File: config.mk
export PLATFORM = sky130hd
export DESIGN_NAME = mem_to_reqrsp
export DESIGN_NICKNAME = d
export VERILOG_FILES = /design/src/rtl/mem_to_reqrsp.sv
export SDC_FILE = /design/constraint.sdc
export NUM_CORES = 1
export LEC_CHECK = 0
export CAP_MARGIN = 25
export CORE_MARGIN = 5
export CORE_UTILIZATION = 44
export CTS_BUF_LIST = sky130_fd_sc_hd__clkbuf_4 sky130_fd_sc_hd__clkbuf_8 sky130_fd_sc_hd__clkbuf_16
export DETAILED_ROUTE_END_ITERATION = 8
export PLACE_DENSITY = 0.93
export SYNTH_ARGS = -nofsm -noshare
export SYNTH_HDL_FRONTEND = slang
export SYNTH_SLANG_ARGS = --single-unit
File: constraint.sdc
create_clock -name clk_i -period 5.15 [get_ports clk_i]
set_input_delay 0.7725 -clock clk_i [delete_from_list [all_inputs] [get_ports clk_i]]
set_output_delay 0.7725 -clock clk_i [all_outputs]
set_load 0.02 [all_outputs]
File: src/rtl/mem_to_reqrsp.sv
// Initiator bridge: SRAM-style req/gnt master port to reqrsp request/response.
// One registered request slot, a bounded outstanding counter and a registered
// response stage. Responses return in order and cannot be backpressured.
module mem_to_reqrsp #(
   parameter int unsigned ADDR_WIDTH      = 32,
   parameter int unsigned DATA_WIDTH      = 32,
   parameter int unsigned MAX_OUTSTANDING = 4
) (
   input  logic                    clk_i,
   input  logic                    rst_ni,
   // memory-style side
   input  logic                    mem_req_i,
   output logic                    mem_gnt_o,
   input  logic                    mem_we_i,
   input  logic [DATA_WIDTH/8-1:0] mem_be_i,
   input  logic [ADDR_WIDTH-1:0]   mem_addr_i,
   input  logic [DATA_WIDTH-1:0]   mem_wdata_i,
   output logic                    mem_rvalid_o,
   output logic [DATA_WIDTH-1:0]   mem_rdata_o,
   output logic                    mem_err_o,
   // reqrsp request channel
   output logic                    q_valid_o,
   input  logic                    q_ready_i,
   output logic [ADDR_WIDTH-1:0]   q_addr_o,
   output logic                    q_write_o,
   output logic [DATA_WIDTH-1:0]   q_data_o,
   output logic [DATA_WIDTH/8-1:0] q_strb_o,
   output logic [2:0]              q_size_o,
   // reqrsp response channel
   input  logic                    p_valid_i,
   output logic                    p_ready_o,
   input  logic [DATA_WIDTH-1:0]   p_data_i,
   input  logic                    p_error_i
);

   localparam int unsigned BE_W  = DATA_WIDTH / 8;
   localparam int unsigned CNT_W = $clog2(MAX_OUTSTANDING + 1);

   logic             slot_free;
   logic             p_hs;
   logic [CNT_W-1:0] cnt_q;
   logic [CNT_W-1:0] cnt_d;
   logic [2:0]       size_d;
   logic [DATA_WIDTH-1:0] data_d;

   // Map byte enables onto a log2 access size; irregular patterns issue full word.
   function automatic logic [2:0] be_to_size(input logic [BE_W-1:0] be);
      logic [2:0] sz;
      sz = 3'd2;
      case (be)
         BE_W'(4'b1111): sz = 3'd2;
         BE_W'(4'b0011),
         BE_W'(4'b1100): sz = 3'd1;
         BE_W'(4'b0001),
         BE_W'(4'b0010),
         BE_W'(4'b0100),
         BE_W'(4'b1000): sz = 3'd0;
         default:        sz = 3'd2;
      endcase
      return sz;
   endfunction

   // Grant when the slot can take a new entry and the outstanding budget allows it.
   always_comb begin
      slot_free = !q_valid_o || q_ready_i;
      mem_gnt_o = mem_req_i && slot_free && (cnt_q < CNT_W'(MAX_OUTSTANDING));
      p_ready_o = (cnt_q != '0);
      p_hs      = p_valid_i && p_ready_o;
      size_d    = be_to_size(mem_be_i);
      data_d    = mem_we_i ? mem_wdata_i : '0;
   end

   // Outstanding count: grant increments, response handshake decrements.
   always_comb begin
      cnt_d = cnt_q;
      if (mem_gnt_o && !p_hs) begin
         cnt_d = cnt_q + CNT_W'(1);
      end else if (!mem_gnt_o && p_hs) begin
         cnt_d = cnt_q - CNT_W'(1);
      end
   end

   // Outstanding counter register.
   always_ff @(posedge clk_i or negedge rst_ni) begin
      if (!rst_ni) begin
         cnt_q <= '0;
      end else begin
         cnt_q <= cnt_d;
      end
   end

   // Request slot: load on grant, hold under backpressure, empty after handshake.
   always_ff @(posedge clk_i or negedge rst_ni) begin
      if (!rst_ni) begin
         q_valid_o <= 1'b0;
         q_addr_o  <= '0;
         q_write_o <= 1'b0;
         q_data_o  <= '0;
         q_strb_o  <= '0;
         q_size_o  <= '0;
      end else if (mem_gnt_o) begin
         q_valid_o <= 1'b1;
         q_addr_o  <= mem_addr_i;
         q_write_o <= mem_we_i;
         q_data_o  <= data_d;
         q_strb_o  <= mem_be_i;
         q_size_o  <= size_d;
      end else if (q_ready_i) begin
         q_valid_o <= 1'b0;
      end
   end

   // Response stage: one-cycle rvalid pulse per accepted response, rdata held.
   always_ff @(posedge clk_i or negedge rst_ni) begin
      if (!rst_ni) begin
         mem_rvalid_o <= 1'b0;
         mem_err_o    <= 1'b0;
         mem_rdata_o  <= '0;
      end else begin
         mem_rvalid_o <= p_hs;
         mem_err_o    <= p_hs && p_error_i;
         if (p_hs) begin
            mem_rdata_o <= p_data_i;
         end
      end
   end

endmodule
== After elaboration in Yosys (flattened, before gate mapping) ==
Index checks and enable logic that the tools add are counted.
Operators by class
  add/sub/neg operators: 2
  order comparisons: 1
  equality and inequality tests: 6
  mux-type cells: 6
  reductions and logical operators: 15
Operators with widths (count)
  32-bit two-way mux: 1
  4-bit by 2-bit equality test with 1-bit output (second input constant): 2
  4-bit equality test (second input constant): 2
  1-bit logical AND: 6
  3-bit two-way mux: 2
  4-bit by 1-bit equality test with 1-bit output (second input constant): 1
  4-bit by 3-bit equality test with 1-bit output (second input constant): 1
  2-bit case mux with 2 select lines: 1
  2-bit nonzero test: 2
  4-bit OR reduction: 1
  3-bit by 1-bit adder with 3-bit output (second input constant): 1
  1-bit logical NOT: 3
  3-bit less-than comparator (second input constant): 1
  3-bit nonzero test: 1
  3-bit by 1-bit subtractor with 3-bit output (second input constant): 1
  1-bit two-way mux: 2
  2-bit OR reduction: 1
  1-bit logical OR: 1
Storage, ports and cells
  register bits after elaboration: 110
  input bits: 107
  output and inout bits: 109

== Longest topological paths before layout ==
Gate-level depths: netlist of run 1.
  depth after elaboration: 8
  gate-level depth with buffers: 10

== Worst setup path before layout of run 1 ==
Ideal clock, no wire load.
  path type: in2reg
  start point: input port mem_req_i
  end point: register cnt_q[2]
  arrival: 2340 ps
  data required time: 5071 ps
  path slack: 2731 ps
  stages: 10
  buffers on the path: 2
  cells stage by stage: nand2b_1 -> a21oi_1 -> buf_4 -> buf_4 -> ha_1 -> inv_1 -> fa_1 -> xor2_1 -> nor2_1 -> xor2_1
On the way
  word-level cells in the longest chain between the ends: 5
  elaborated cells between the ends (all ways): 7
  those cells by class: 1 x mux; 6 x reduce/logical
Ends and longest elaborated chain
  from (decl): RTL line 12  | input logic mem_req_i,
  1-bit logical AND * (2 in a row): RTL line 66  | mem_gnt_o = mem_req_i && slot_free && (cnt_q < CNT_W'(MAX_OUTSTANDING));
  named net mem_gnt_o: RTL line 13  | output logic mem_gnt_o,
  1-bit logical NOT: RTL line 78  | end else if (!mem_gnt_o && p_hs) begin
  1-bit logical AND: RTL line 78
  2-bit nonzero test (no line)
  to (signal assigned): RTL line 88  | cnt_q <= cnt_d;
  to (decl): RTL line 41  | logic [CNT_W-1:0] cnt_q;
Mark *: on every way through the listed nets, which the timed path passes. The rest lies on a longest branch.
A chain may end at the register's enable or synchronous reset.

== Final worst setup path of run 1 ==
  start point: input port mem_req_i
  end point: output port mem_gnt_o
On the way
  word-level cells in the longest chain between the ends: 2
Ends and longest elaborated chain (RTL line)
  1-bit logical AND (2 in a row): 66
  to (decl): 13
Every way passes these cells.

==> impl_metrics.py, run 1 <==
metrics = {
    "sta": {
        "final.setup.tns_ps": 0,
        "worst_slack_ps": 1820,
        "relSlewSlack_pct": 52.7,
        "clock_skew_ps": 6.50,
        "worst_pin_slew_ps": 709,
        "fin_crit_ps": 3330,
        "slew_violations": 0,
        "hold_viol": 0,
        "timing.hold.ws_ps": 448,
        "post-route-period-util_pct": 64.7,
        "max_freq_ghz": 0.300,
        "rsz0062_at_grt": "no",
        "setup_viol": 0,
    },
    "die": {
        "initial_core_util_pct": 44.5,
        "ios": 216,
        "core_sq_mm": 0.0102,
        "die-area_sq_mm": 0.0124,
        "die_h_um": 112,
        "fp-row-count": 37,
        "dieWidth_um": 112,
    },
    "grt": {
        "grt_start_max_net_pins": 58,
        "antenna_found_initial": 0,
        "grt_pass1_wl_um": 18300,
        "track_usage_pct": 18.6,
        "grt_overflow": 0,
        "first_global_vias": 3499,
    },
    "synthesis": {
        "netlist_area_sq_mm": 0.00453,
        "ys_ff_latch": 109,
        "syn-num-nets": 425,
        "ys_warn_count": 0,
        "synth_area_leaders": "dfrtp_1 60%, mux2_2 11%, mux2_4 9.3%",
        "synth_cell_types": 24,
        "yosysSeqAreaShare_pct": 60.2,
        "synth_top_area_cell": "dfrtp_1",
        "netlist_instances": 316,
        "avgSynthCellArea_sq_um": 14.3,
        "synth.top_cell.area_share_pct": 60.2,
    },
    "clock_tree": {
        "clock-sinks": 109,
        "cts_buffers": 9,
        "clock_latency_ps": 360,
        "cts.path.max_buffers": 2,
        "cts_tree": "built",
        "clk_pin_slew_worst_paths_ps": 100,
        "ctsResizeCount": 0,
        "cts_setup_buffers": 0,
        "clockRootBuffer": "clkbuf_8",
        "cts_hold_buf": 0,
        "htreeDepth": 3,
    },
    "finish": {
        "nets": 638,
        "layout-drive-gt1-share_pct": 17.8,
        "fillers": 741,
        "post-route-util_pct": 68.2,
        "areaGrowthSynthToFinish_pct": 53.2,
        "antenna_cells": 0,
        "multi_input_area_sq_mm": 0.00152,
        "ff_latch_area_sq_mm": 0.00273,
    },
    "drt": {
        "drt_iter0_drc": 98,
        "ant_nets": 0,
        "routed_wl_um": 11500,
        "drc": 0,
        "wl_per_cell_um": 17.1,
        "vias_per_cell": 4.70,
        "vias": 3147,
        "first_pass_iters": 4,
    },
    "place": {
        "io_buffers": 214,
        "place.gp.congestion": 0.812,
        "pre_cts_ws_ps": 1800,
        "dp_hpwl_um": 8830,
    },
    "pwr": {
        "ir_drop_mv": 0.250,
        "power.leakage_nw": 3.04,
        "power.density_mw_per_mm2": 561,
    },
    "setup_path": {
        "cp-start-kind": "input pin",
        "cp.arrival_ps": 2560,
        "reg2reg_slack_ps": 2750,
        "required_ps": 4380,
        "critPathMaxFanout": 32,
        "end_kind": "output pin",
        "criticalPathCategory": "in2out",
    },
    "flow_run": {
        "cap_violations": 0,
    },
    "status": {
        "status": "finished clean",
    },
    "worst_hold_path": {
        "hp-class": "in2async",
    },
}
-- cell families (layout without fill, tap and decap cells) --
kind of cell	Yosys count	in the layout	share of synthesized area, %
flip-flops	109	109	60.2
multiplexers	104	104	27.2
buffers and inverters	53	270	6.54
AND/OR/NAND/NOR	40	40	4.11
XOR/XNOR	4	4	0.773
AO/OA/AOI/OAI	3	3	0.359
adder cells (fa/ha/maj)	2	2	0.718
other	1	1	0.0827
-- per-layer routing --
metal	GRT usage [%]	up-vias	share of wire [%]
met5	0	-	0
met4	9.08	0	3.4
met3	5.38	29	6.4
met2	32.7	133	52
met1	20.7	1533	38
li1	-	1452	-
-- synthesized netlist by cell type --
| library cell | number |
|---|---|
| xnor2_1 | 2 |
| buf_12 | 3 |
| dfrtp_1 | 109 |
| buf_4 | 5 |
| inv_1 | 37 |
| nor2_1 | 3 |
| nand2_8 | 1 |
| clkbuf_1 | 4 |
| a31oi_1 | 1 |
| nand2b_1 | 1 |
| or3_4 | 1 |
| buf_6 | 4 |
| ha_1 | 1 |
| nand2_1 | 32 |
| o21ai_0 | 1 |
| a21oi_1 | 1 |
| xor2_1 | 2 |
| fa_1 | 1 |
| mux2_4 | 28 |
| mux2i_1 | 33 |
| and3_2 | 1 |
| mux2_2 | 43 |
| nor4bb_1 | 1 |
| conb_1 | 1 |
-- stage by stage --
stage	area, sq um	power [mW]	instances
finish	6950	3.90	669
global route	6950	4.11	669
CTS	6950	3.95	669
detailed placement	6750	3.42	654
global placement	6720	3.34	653
floorplan	4530	2.47	316
-- layout make-up --
class,instances,area share [%]
Tap cell,136,2.45
Inverter,37,2.00
Timing Repair Buffer,218,31.5
Multi-Input combinational cell,154,21.9
Sequential cell,109,39.3
Clock buffer,11,2.18
Clock inverter,4,0.685
-- worst paths after layout --
path / from / end / cells past startpoint
setup / recovery: mem_req_i / mem_gnt_o / 5
hold / removal: rst_ni / q_data_o[16] / 1
setup reg to reg: cnt_q[0] / cnt_q[2] / 8
hold reg to reg: mem_rdata_o[0] / mem_rdata_o[0] / 1
max in group asynchronous: rst_ni / q_data_o[27] / 2
min in group clk_i: mem_rdata_o[0] / mem_rdata_o[0] / 1
-- worst max-delay path, stage by stage --
cell	delay, ps
clkdlybuf4s50_1	460
nand2b_1	100
a21oi_4	130
buf_4	380
clkdlybuf4s50_1	720
-- where the power goes --
part	internal [mW]	total, mW	leakage (nW)	switching, mW
Clock	0.247	0.518	0.101	0.271
Sequential	1.22	1.42	1.32	0.207
Combinational	1.04	1.96	1.62	0.913
Total	2.51	3.90	3.04	1.39
-- flip-flops by register name, indices dropped and copies added (netlist names) --
signal        flops
cnt_q             3
mem_err_o         1
mem_rdata_o      32
mem_rvalid_o      1
q_addr_o         32
q_data_o         32
q_size_o          2
q_strb_o          4
q_valid_o         1
q_write_o         1
-- cells in the final DEF (no fill, tap or decap), drive strengths merged, types with 2 or more instances in the layout --
master,synthesis,routed
nor2,3,3
nand2,33,33
xor2,2,2
mux2,71,71
xnor2,2,2
inv,37,37
buf,12,5
dfrtp,109,109
clkdlybuf4s50,0,213
mux2i,33,33
clkbuf,4,11
clkinv,0,2
(Power assumes the default switching activity.)
==> run 2, diff against run 1 <==
- CORE_UTILIZATION: 44 -> 37
- PLACE_DENSITY: 0.93 -> 0.84
- clock period: 5.15 -> 2.8 ns (I/O delays scaled with it)
==> run 2 against run 1 <==
Net effect:
- register-to-register slack lost 2000 ps
- sequential power grew 85%
- clock-buffer cell count shrank 1
- critical path depth shrank 1
- cell area grew 1.5%
- hold slack lost 320 ps
- critical path type unchanged
- largest cell class unchanged
- largest power group unchanged
==> impl_metrics.py, run 2 (synthesis results as in run 1) <==
metrics = {
    "pwr": {
        "switching_share_pct": 34.8,
        "p_sw_mw": 2.60,
        "power.leakage_nw": 3.08,
        "power.internal_mw": 4.86,
        "seqPwrFrac_pct": 35.1,
        "combPwrFrac_pct": 48.3,
        "fin_total_pwr_mw": 7.46,
        "ir_drop_mv": 0.760,
        "clockPowerShare_pct": 16.5,
        "power.density_mw_per_mm2": 1060,
    },
    "finish": {
        "final_cells": 680,
        "layout-drive-gt1-share_pct": 17.8,
        "nets": 638,
        "final_cell_mix": "213 x clkdlybuf4s50_1, 109 x dfrtp_1, 43 x mux2_2, 37 x inv_1, 33 x mux2i_1",
        "antenna_cells": 0,
        "areaGrowthSynthToFinish_pct": 55.5,
        "final_common_cell": "clkdlybuf4s50_1",
        "reg.largest.list": "mem_rdata_o: 32 flops, q_addr_o: 32 flops, q_data_o: 32 flops",
    },
    "sta": {
        "post-route-period-util_pct": 79.3,
        "final.setup.tns_ps": 0,
        "worst_slack_ps": 579,
        "hold_viol": 0,
        "timing.hold.ws_ps": 125,
        "max_freq_ghz": 0.450,
        "rsz0062_at_grt": "no",
        "relSlewSlack_pct": 50.9,
        "setup_viol": 0,
        "slew_violations": 0,
        "fin_crit_ps": 2220,
        "worst_pin_slew_ps": 735,
        "clock_skew_ps": 5.23,
    },
    "drt": {
        "ant_nets": 0,
        "drc": 0,
        "vias": 3148,
        "wl_per_cell_um": 17.0,
        "first_pass_iters": 4,
        "routed_wl_um": 11500,
        "vias_per_cell": 4.63,
        "drt_iter0_drc": 141,
    },
    "grt": {
        "track_usage_pct": 15.9,
        "grt_overflow": 0,
        "grt_pass1_wl_um": 18400,
        "first_global_vias": 3498,
        "grt_start_max_net_pins": 72,
        "antenna_found_initial": 0,
    },
    "die": {
        "core_sq_mm": 0.0120,
        "die-area_sq_mm": 0.0146,
        "ios": 216,
        "die_h_um": 121,
        "dieWidth_um": 121,
        "fp-row-count": 40,
        "initial_core_util_pct": 37.7,
    },
    "clock_tree": {
        "clock_latency_ps": 340,
        "cts.path.max_buffers": 2,
        "ctsResizeCount": 0,
        "htreeDepth": 3,
        "clk_pin_slew_worst_paths_ps": 70,
        "cts_setup_buffers": 0,
        "clockRootBuffer": "clkbuf_16",
        "cts_buffers": 9,
        "clock-sinks": 109,
        "cts_hold_buf": 0,
        "cts_tree": "built",
    },
    "place": {
        "io_buffers": 214,
        "pre_cts_ws_ps": 482,
        "placedCellCount": 665,
        "place.gp.congestion": 0.760,
        "dp_hpwl_um": 8820,
    },
    "setup_path": {
        "crit_chain": "clkdlybuf4s50_1, nand2b_1, a21oi_4, clkdlybuf4s50_1",
        "crit_family": "buffers and inverters",
        "path_common_cell": "clkdlybuf4s50_1",
        "cpMaxStageDelayCell": "clkdlybuf4s50_1",
        "cp.arrival_ps": 1800,
        "critPathMaxFanout": 3,
        "criticalPathCategory": "in2out",
        "end_kind": "output pin",
        "cp-start-kind": "input pin",
        "required_ps": 2380,
        "worst-path-buf-inv": 2,
        "slowest_delay_ps": 650,
    },
    "status": {
        "status": "finished clean",
    },
    "flow_run": {
        "cap_violations": 0,
    },
    "worst_hold_path": {
        "hp-class": "in2async",
    },
}
## run 2: cell types whose count changed in the layout (fill, tap and decap cells not counted), sizes merged
cell    before  now
clkbuf      11   10
clkinv       2    3
## run 2: path summary, 6_finish.rpt
| kind | cells after the start | slack, ps | end | startpoint |
|---|---|---|---|---|
| setup / recovery | 4 | 580 | mem_gnt_o | mem_req_i |
| hold / removal | 1 | 130 | q_data_o[11] | rst_ni |
| setup reg to reg | 8 | 760 | cnt_q[2] | cnt_q[0] |
| hold reg to reg | 1 | 500 | q_addr_o[11] | q_addr_o[11] |
| max in group asynchronous | 2 | 1940 | q_data_o[21] | rst_ni |
| min in group clk_i | 1 | 500 | q_addr_o[11] | q_addr_o[11] |
## run 2: cell type report
type                    count  area [sq um]
flip-flops and latches    109          2730
repair buffers            218          2190
multi-input cells         154          1520
well taps                 147           184
clock inverters             5          52.6
inverters                  37           139
fillers                   990          4960
clock buffers              10           233
## run 2: power groups by stage
stage | Combinational, mW | Sequential [mW] | Clock [mW]
detailed placement | 3.65 | 2.65 | 0
global placement | 3.57 | 2.63 | 0
global route | 3.81 | 2.72 | 1.33
finish | 3.61 | 2.62 | 1.23
CTS | 3.66 | 2.63 | 1.28
floorplan | 1.14 | 3.40 | 0
## run 2: routing by layer
metal | vias up | global-route usage (%) | routed length, um
li1 | 1449 | - | -
met4 | 0 | 4.60 | 215
met5 | - | 0 | 0
met1 | 1546 | 17.4 | 4420
met2 | 135 | 28.2 | 5910
met3 | 18 | 6.69 | 980
## run 2: worst register-to-register path: stages, from the launching register on
cell,delay [ps]
dfrtp_1,430
or3_4,450
nand2_8,90
ha_1,170
inv_1,60
fa_1,370
xor2_1,150
nor2_1,110
xor2_1,150
## run 2: per-stage QoR
stage | utilization [%] | area (sq um)
4_1_cts | 58.7 | 7050
3_3_place_gp | 56.3 | 6770
5_1_grt | 58.7 | 7050
2_1_floorplan | - | 4530
3_5_place_dp | 56.3 | 6770
6_report | 58.7 | 7050
==> run 3, diff against run 2 <==
- clock period: 2.8 -> 1.9 ns (I/O delays scaled with it)
==> run 3 against run 2 <==
Net effect:
- worst setup slack worse by 580 ps
- first-iteration DRC count fell by 37%
- sequential power is 47% higher
- clock skew is 2.0 ps higher
- the flow now finishes with violations (negative setup slack)
- clock power increased by 59%
- critical path type is now reg2reg
- utilization rose by 1.1 points
- highest routed layer unchanged
- largest cell class unchanged
- register-to-register slack got worse by 760 ps
- via count down 0.41%
==> impl_metrics.py, run 3 (synthesis results as in run 1) <==
metrics = {
    "place": {
        "io_buffers": 214,
        "place.gp.congestion": 0.734,
        "dp_hpwl_um": 8570,
        "pre_cts_ws_ps": -259,
    },
    "setup_path": {
        "crit_start": "cnt_q[1]",
        "criticalPathCategory": "reg2reg",
        "r2r-end": "cnt_q[2]",
        "required_ps": 2160,
        "reg2reg_depth": 8,
        "cp-start-kind": "flip-flop",
        "reg2reg_slack_ps": -3,
        "critPathMaxFanout": 3,
        "cp.arrival_ps": 2160,
        "crit_path_end": "cnt_q[2]",
        "timing.rr.start": "cnt_q[1]",
        "end_kind": "flip-flop",
    },
    "status": {
        "violations": "negative setup slack",
        "status": "finished with violations",
    },
    "clock_tree": {
        "clock-sinks": 109,
        "cts_buffers": 9,
        "htreeDepth": 3,
        "cts_tree": "built",
        "clockRootBuffer": "clkbuf_16",
        "clk_pin_slew_worst_paths_ps": 70,
        "cts.path.max_buffers": 2,
        "clock_latency_ps": 340,
    },
    "die": {
        "fp-row-count": 40,
        "die_h_um": 121,
        "ios": 216,
        "initial_core_util_pct": 37.7,
        "core_sq_mm": 0.0120,
        "die-area_sq_mm": 0.0146,
        "dieWidth_um": 121,
    },
    "drt": {
        "vias_per_cell": 4.56,
        "vias": 3135,
        "drt_iter0_drc": 89,
        "ant_nets": 0,
        "first_pass_iters": 4,
        "drc": 0,
        "routed_wl_um": 11400,
        "wl_per_cell_um": 16.6,
    },
    "pwr": {
        "ir_drop_mv": 0.743,
        "combPwrFrac_pct": 48.5,
        "power.density_mw_per_mm2": 1570,
        "power.internal_mw": 7.45,
        "seqPwrFrac_pct": 34.1,
        "clockPowerShare_pct": 17.4,
        "power.leakage_nw": 3.15,
        "p_sw_mw": 3.84,
        "switching_share_pct": 34.0,
    },
    "finish": {
        "nets": 647,
        "fillers": 956,
        "post-route-util_pct": 59.8,
        "antenna_cells": 0,
        "areaGrowthSynthToFinish_pct": 58.5,
        "layout-drive-gt1-share_pct": 19.8,
        "final_common_cell": "clkdlybuf4s50_1",
        "final_cell_mix": "211 x clkdlybuf4s50_1, 109 x dfrtp_1, 42 x mux2_2, 36 x inv_1, 33 x mux2i_1",
        "reg.largest.list": "mem_rdata_o: 32 flops, q_addr_o: 32 flops, q_data_o: 32 flops",
    },
    "sta": {
        "setup_viol": 1,
        "hold_viol": 0,
        "rsz0062_at_grt": "yes",
        "relSlewSlack_pct": 61.9,
        "post-route-period-util_pct": 100,
        "worst_slack_ps": -2.71,
        "fin_crit_ps": 1900,
        "worst_pin_slew_ps": 571,
        "slew_violations": 0,
        "clock_skew_ps": 7.21,
        "max_freq_ghz": 0.526,
    },
    "flow_run": {
        "cap_violations": 0,
    },
    "grt": {
        "first_global_vias": 3499,
        "grt_pass1_wl_um": 18300,
        "antenna_found_initial": 0,
        "track_usage_pct": 15.9,
        "grt_start_max_net_pins": 110,
        "grt_overflow": 0,
    },
    "worst_hold_path": {
        "hp-class": "in2async",
    },
}
run 3: final cells by class:
cell class	instances	area, sq um	share of cell area, %
Sequential cell	109	2730	38.0
Clock inverter	2	60.1	0.836
Inverter	37	139	1.93
Clock buffer	12	248	3.45
Multi-Input combinational cell	154	1550	21.5
Tap cell	147	184	2.56
Timing Repair Buffer	227	2280	31.7
run 3: through the flow:
| stage | instance area (sq um) | setup TNS [ps] | hold slack, ps | cells | power, mW |
|---|---|---|---|---|---|
| detailed placement | 6850 | -3580 | 408 | 672 | 9.41 |
| finish | 7180 | -2.71 | 18.4 | 688 | 11.3 |
| global route | 7180 | -100 | 57.3 | 688 | 11.9 |
| global placement | 6850 | -1560 | 401 | 672 | 9.25 |
| CTS | 7150 | -27.3 | 35.1 | 686 | 11.4 |
| floorplan | 4550 | -314 | -10.6 | 316 | 6.74 |
run 3: timing repair:
| action | 4_1_cts | 5_1_grt |
|---|---|---|
| endpoints found under the hold margin | 0 | 0 |
| setup buffers | 0 | 2 |
| setup endpoints to repair | 4 | 3 |
| hold buffers | 0 | 0 |
| resized for setup | 2 | 2 |
| pin swaps | 2 | 0 |
run 3: per-layer routing:
metal  wire, um  vias up  part of all wire, %  GRT usage (%)
li1           -     1473                    -              -
met5          0        -                    0              0
met1       4570     1512                   40           19.0
met3        878       21                  7.7           4.91
met2       5630      129                   49           26.5
met4        320        0                  2.8           6.94
run 3: power groups by stage:
stage	Sequential [mW]	Clock, mW	Combinational [mW]
finish	3.85	1.96	5.48
global route	3.99	2.12	5.79
CTS	3.86	2.04	5.53
detailed placement	3.89	0	5.52
global placement	3.84	0	5.41
floorplan	5.02	0	1.72
run 3: worst min-delay path by stage:
stage / start / to / slack [ps]
2_1_floorplan: rst_ni / cnt_q[0] / -10
3_5_place_dp: rst_ni / q_data_o[21] / 410
3_3_place_gp: rst_ni / q_data_o[7] / 400
6_report: rst_ni / q_data_o[21] / 20
4_1_cts: rst_ni / q_data_o[9] / 40
5_1_grt: rst_ni / q_data_o[21] / 60
run 3: critical path, stage by stage (launching register included):
cell	delay (ps)
dfrtp_1	390
or3_4	440
nand2_8	80
ha_4	130
inv_2	40
fa_2	320
xor2_1	150
nor2_1	130
xor2_1	160
